## src/rtl/axi_reg_master.sv

```systemverilog
// Register-interface initiator for AXI_top: turns single read/write requests into the
// address/data setup, one-cycle cmd pulse, NOP release sequence and returns the response.
package AXI_package;
    localparam int REG_WIDTH = 32;
    localparam logic [REG_WIDTH-1:0] CMD_NOP   = 32'd0;
    localparam logic [REG_WIDTH-1:0] CMD_WRITE = 32'd1;
    localparam logic [REG_WIDTH-1:0] CMD_READ  = 32'd2;
endpackage

module axi_reg_master
    import AXI_package::*;
#(
    parameter bit                   VERIFY       = 1'b1,
    parameter logic [REG_WIDTH-1:0] READ_MASK    = 32'h0000_FFFF,
    parameter int                   READ_LATENCY = 1
) (
    input  logic                 clk,
    input  logic                 rst,
    input  logic                 req_valid,
    output logic                 req_ready,
    input  logic                 req_write,
    input  logic [REG_WIDTH-1:0] req_addr,
    input  logic [REG_WIDTH-1:0] req_data,
    output logic                 rsp_valid,
    output logic [REG_WIDTH-1:0] rsp_data,
    output logic                 rsp_error,
    output logic                 busy,
    output logic [REG_WIDTH-1:0] address_register,
    output logic [REG_WIDTH-1:0] data_in_register,
    output logic [REG_WIDTH-1:0] cmd_register,
    input  logic [REG_WIDTH-1:0] data_o_register
);

    typedef enum logic [2:0] {
        S_IDLE, S_SETUP, S_ISSUE, S_RELEASE, S_WAIT, S_RESP
    } state_e;

    localparam int WAIT_LAST = (READ_LATENCY > 1) ? READ_LATENCY - 2 : 0;
    localparam int CNT_W     = (WAIT_LAST > 0) ? $clog2(WAIT_LAST + 1) : 1;

    state_e               state_q, state_d;
    logic                 write_q, write_d;
    logic                 verify_q, verify_d;
    logic [REG_WIDTH-1:0] expected_q, expected_d;
    logic [CNT_W-1:0]     wait_cnt_q, wait_cnt_d;
    logic [REG_WIDTH-1:0] address_q, address_d;
    logic [REG_WIDTH-1:0] data_in_q, data_in_d;
    logic [REG_WIDTH-1:0] cmd_q, cmd_d;
    logic                 rsp_valid_q, rsp_valid_d;
    logic [REG_WIDTH-1:0] rsp_data_q, rsp_data_d;
    logic                 rsp_error_q, rsp_error_d;
    logic                 capture;

    assign req_ready        = (state_q == S_IDLE) && !rst;
    assign busy             = !req_ready;
    assign address_register = address_q;
    assign data_in_register = data_in_q;
    assign cmd_register     = cmd_q;
    assign rsp_valid        = rsp_valid_q;
    assign rsp_data         = rsp_data_q;
    assign rsp_error        = rsp_error_q;

    // NOTE: every _d starts as its _q so no path through the case leaves a latch behind.
    always_comb begin
        state_d     = state_q;
        write_d     = write_q;
        verify_d    = verify_q;
        expected_d  = expected_q;
        wait_cnt_d  = wait_cnt_q;
        address_d   = address_q;
        data_in_d   = data_in_q;
        cmd_d       = cmd_q;
        rsp_valid_d = 1'b0;
        rsp_data_d  = rsp_data_q;
        rsp_error_d = rsp_error_q;
        capture     = 1'b0;

        case (state_q)
            S_IDLE: begin
                if (req_valid && req_ready) begin
                    address_d  = req_addr;
                    if (req_write) data_in_d = req_data;
                    write_d    = req_write;
                    verify_d   = 1'b0;
                    expected_d = req_data & READ_MASK;
                    state_d    = S_SETUP;
                end
            end
            S_SETUP: begin
                cmd_d   = write_q ? CMD_WRITE : CMD_READ;
                state_d = S_ISSUE;
            end
            S_ISSUE: begin
                cmd_d   = CMD_NOP;
                state_d = S_RELEASE;
            end
            S_RELEASE: begin
                // The write phase of a transaction either finishes here or turns into a read-back.
                if (write_q && !verify_q) begin
                    if (VERIFY) begin
                        verify_d = 1'b1;
                        cmd_d    = CMD_READ;
                        state_d  = S_ISSUE;
                    end else begin
                        rsp_error_d = 1'b0;
                        rsp_valid_d = 1'b1;
                        state_d     = S_RESP;
                    end
                end else if (READ_LATENCY > 1) begin
                    wait_cnt_d = '0;
                    state_d    = S_WAIT;
                end else begin
                    capture = 1'b1;
                end
            end
            S_WAIT: begin
                if (wait_cnt_q == CNT_W'(WAIT_LAST)) capture = 1'b1;
                else wait_cnt_d = wait_cnt_q + 1'b1;
            end
            S_RESP:  state_d = S_IDLE;
            default: state_d = S_IDLE;
        endcase

        if (capture) begin
            rsp_data_d  = data_o_register & READ_MASK;
            rsp_error_d = verify_q && ((data_o_register & READ_MASK) != expected_q);
            rsp_valid_d = 1'b1;
            state_d     = S_RESP;
        end
    end

    // NOTE: state updates use non-blocking assignment so every flop samples pre-edge values.
    always_ff @(posedge clk or posedge rst) begin
        if (rst) begin
            state_q     <= S_IDLE;
            write_q     <= 1'b0;
            verify_q    <= 1'b0;
            expected_q  <= '0;
            wait_cnt_q  <= '0;
            address_q   <= '0;
            data_in_q   <= '0;
            cmd_q       <= CMD_NOP;
            rsp_valid_q <= 1'b0;
            rsp_data_q  <= '0;
            rsp_error_q <= 1'b0;
        end else begin
            state_q     <= state_d;
            write_q     <= write_d;
            verify_q    <= verify_d;
            expected_q  <= expected_d;
            wait_cnt_q  <= wait_cnt_d;
            address_q   <= address_d;
            data_in_q   <= data_in_d;
            cmd_q       <= cmd_d;
            rsp_valid_q <= rsp_valid_d;
            rsp_data_q  <= rsp_data_d;
            rsp_error_q <= rsp_error_d;
        end
    end

endmodule
```

## config.mk

```make
export PLATFORM = sky130hd
export DESIGN_NAME = axi_reg_master
export DESIGN_NICKNAME = d
export VERILOG_FILES = /design/src/rtl/axi_reg_master.sv
export SDC_FILE = /design/constraint.sdc
export NUM_CORES = 1
export LEC_CHECK = 0
export BUFFER_PORTS_ARGS = -buffer_cell sky130_fd_sc_hd__buf_4
export CORE_MARGIN = 3
export CORE_UTILIZATION = 46
export CTS_CLUSTER_DIAMETER = 80
export DETAILED_ROUTE_END_ITERATION = 8
export PLACE_DENSITY = 0.86
export SETUP_SLACK_MARGIN = 0.05
export SLEW_MARGIN = 30
export SYNTH_ARGS = -nofsm -noshare
export SYNTH_HDL_FRONTEND = slang
export SYNTH_SLANG_ARGS = --single-unit
```

## constraint.sdc

```tcl
create_clock -name clk -period 3.3 [get_ports clk]
set_input_delay 0.165 -clock clk [delete_from_list [all_inputs] [get_ports clk]]
set_output_delay 0.165 -clock clk [all_outputs]
set_load 0.03 [all_outputs]
```

==> results.yml <==
status:
  status: "finished clean"
logic_synthesis:
  synth_xor_area_share_pct: 3.04
  synth_top_family_by_area: "simple AND/OR/NAND/NOR gates"
  yosysUniqueCellTypes: 27
  yosys.area_share.simple_pct: 14.4
  synthMuxAreaShare_pct: 14.3
  synth_seq_cells: 105
  synth_compound_area_share_pct: 1.55
  synth_area_per_cell_um2: 11.3
  synth_adder_area_share_pct: 0
  syn_inst: 408
  yosysWarnings: 0
  syn_area_um2: 4610
  seq_area_frac_synth_pct: 56.9
clock_tree:
  cts_max_level: 3
  cts_buffers: 9
  clockBufferDepth: 2
  postCtsResizedCells: 0
  clock_latency_ns: 0.37
  clock-root-buffer: "clkbuf_8"
  cts_sinks: 105
  cts_tree: "built"
  path_clk_slew_ns: 0.10
drt:
  drtAntennaViolNets: 0
  route.detailed.wl_per_inst_um: 15.8
  drt_wl_total_mm: 11.9
  vias_per_cell: 4.66
  dr.pass1.iters: 6
  drtIter0Drc: 98
  num_vias: 3506
  route.detailed.drc: 0
timing:
  finClkSkew_ns: 0.0160
  post-route-min-period_ns: 2.17
  setup_viol: 0
  finalSetupTns_ns: 0
  worst_slack_ns: 1.13
  relSlewSlack_pct: 57.0
  min_period_over_period_pct: 65.6
  hold_ws_ns: 0.0119
  tightest_slew_ns: 0.645
  slew_viol_final: 0
  max_freq_mhz: 462
  rsz0062_at_grt: "no"
  final-hold-violation-count: 0
layout:
  drive_above_1_share_pct: 39.3
  fin_area_um2: 6450
  n_antenna_cell: 0
  fin_nets: 719
  final_common_cell: "buf_4"
  areaGrowthSynthToFinish_pct: 39.8
  final_cell_mix: "172 x buf_4, 147 x nand2_1, 105 x dfrtp_1"
hold_path:
  hp-start: "req_data[14]"
  holdPathEnd: "expected_q[14]"
  min_path_cells: 3
  hold_class: "input pin to flip-flop"
placed_design:
  gp_congestion: 0.794
  portBuffers: 169
  dp_hpwl_mm: 7.89
  postPlaceCellArea_um2: 5810
  pre_cts_ws_ns: 1.21
floorplan:
  dieHeight_um: 106
  ioPinCount: 232
  start_util_pct: 48.6
  fp-row-count: 35
  die_x_um: 106
  core_um2: 9500
  dieArea_um2: 11300
power:
  p_leak_nw: 3.44
  power-per-cell-area_nw_per_um2: 977
  ir_drop_uv: 507
critical_path:
  r2r_end: "data_in_register[22]"
  startpoint: "state_q[0]"
  reg2reg_from: "state_q[0]"
  end_kind: "flip-flop"
  cp_max_fo: 33
  critPathLaunchType: "flip-flop"
  path_class: "flip-flop to flip-flop"
  cp.arrival_ns: 2.41
  crit_required_ns: 3.54
  ff2ff_path_depth: 4
  rrSetupSlack_ns: 1.13
global_routing:
  grt_max_degree: 53
  grt_pass1_vias: 3691
  grt_pass1_wl_mm: 18.8
  grtUsageTotal_pct: 21.3
  antenna_found_initial: 0
  grt.overflow.total: 0
job:
  max_cap_viol_count: 0
## routing by layer
metal | up-vias | GRT usage [%] | wire length (µm)
met5 | - | 0 | 0
met4 | 0 | 7.96 | 303
met3 | 28 | 4.98 | 834
met2 | 164 | 37.7 | 6170
met1 | 1692 | 25.1 | 4620
li1 | 1622 | - | -
## area by class of cell
| class | instances | area (µm²) |
|---|---|---|
| multi-input cells | 283 | 1720 |
| clock buffers | 10 | 138 |
| inverters | 4 | 17.5 |
| fillers | 713 | 3050 |
| well taps | 129 | 161 |
| clock inverters | 6 | 57.6 |
| flip-flops and latches | 105 | 2630 |
| repair buffers | 216 | 1730 |
## worst max-delay path by stage
| stage | slack (ns) | endpoint | cells after the start |
|---|---|---|---|
| 2_1_floorplan | 0.37 | address_register[0] | 1 |
| 3_3_place_gp | 1.29 | data_in_register[24] | 4 |
| 3_5_place_dp | 1.21 | data_in_register[18] | 4 |
| 4_1_cts | 1.19 | data_in_register[22] | 4 |
| 5_1_grt | 1.03 | state_q[0] | 5 |
| 6_report | 1.13 | data_in_register[22] | 4 |
## logic make-up after synthesis
| kind of cell | count (synthesis) |
|---|---|
| compound gates | 9 |
| xor+xnor | 16 |
| buf+inv | 65 |
| flops | 105 |
| mux | 49 |
| other cells | 1 |
| simple gates | 163 |
## through the flow
step           utilization (%)  total power [mW]  instances
2_1_floorplan                -              4.36        453
3_5_place_dp              61.1              5.48        693
5_1_grt                   67.9              6.65        753
6_report                  67.9              6.30        753
3_3_place_gp              61.1              5.37        693
4_1_cts                   67.8              6.31        753
## power breakdown
group	internal, mW	switching (mW)	leakage, nW	total [mW]
combinational	1.35	1.84	2.06	3.20
sequential	1.90	0.428	1.29	2.33
clock	0.313	0.467	0.0945	0.780
total	3.56	2.74	3.44	6.30
## cell usage after synthesis, drive strengths merged
| cell | number | area (µm²) |
|---|---|---|
| nand2 | 149 | 567 |
| dfrtp | 105 | 2630 |
| buf | 52 | 399 |
| mux2 | 49 | 661 |
| xnor2 | 16 | 140 |
| clkbuf | 9 | 33.8 |
| inv | 4 | 15.0 |
| nand4 | 4 | 25.0 |
| nor2 | 3 | 11.3 |
| a31oi | 2 | 12.5 |
| nor2b | 2 | 12.5 |
| o21ai | 2 | 10.0 |
| o31ai | 2 | 15.0 |
| a22o | 1 | 8.76 |
| a32oi | 1 | 16.3 |
| and2 | 1 | 6.26 |
| conb | 1 | 3.75 |
| nand2b | 1 | 6.26 |
| nor3b | 1 | 7.51 |
| nor4 | 1 | 21.3 |
| o41ai | 1 | 8.76 |
| or2 | 1 | 6.26 |
## worst max-delay path, stage by stage, from the launching register on
cell	delay, ns
dfrtp_1	0.50
nor4_4	0.48
and2_2	0.26
nand2_4	0.35
mux2_4	0.43
## flip-flops by register name (all words and copies together), names as in the netlist, 2 cells and up
name	flops
address_register	32
data_in_register	32
expected_q	16
rsp_data	16
state_q	3
cmd_register	2
## repair_timing
| item | CTS | global route |
|---|---|---|
| endpoints found under the hold margin | 93 | 0 |
| hold buffers | 44 | 0 |
| buffers inserted | 0 | 0 |
No activity file was read; power rests on OpenSTA's default activity.
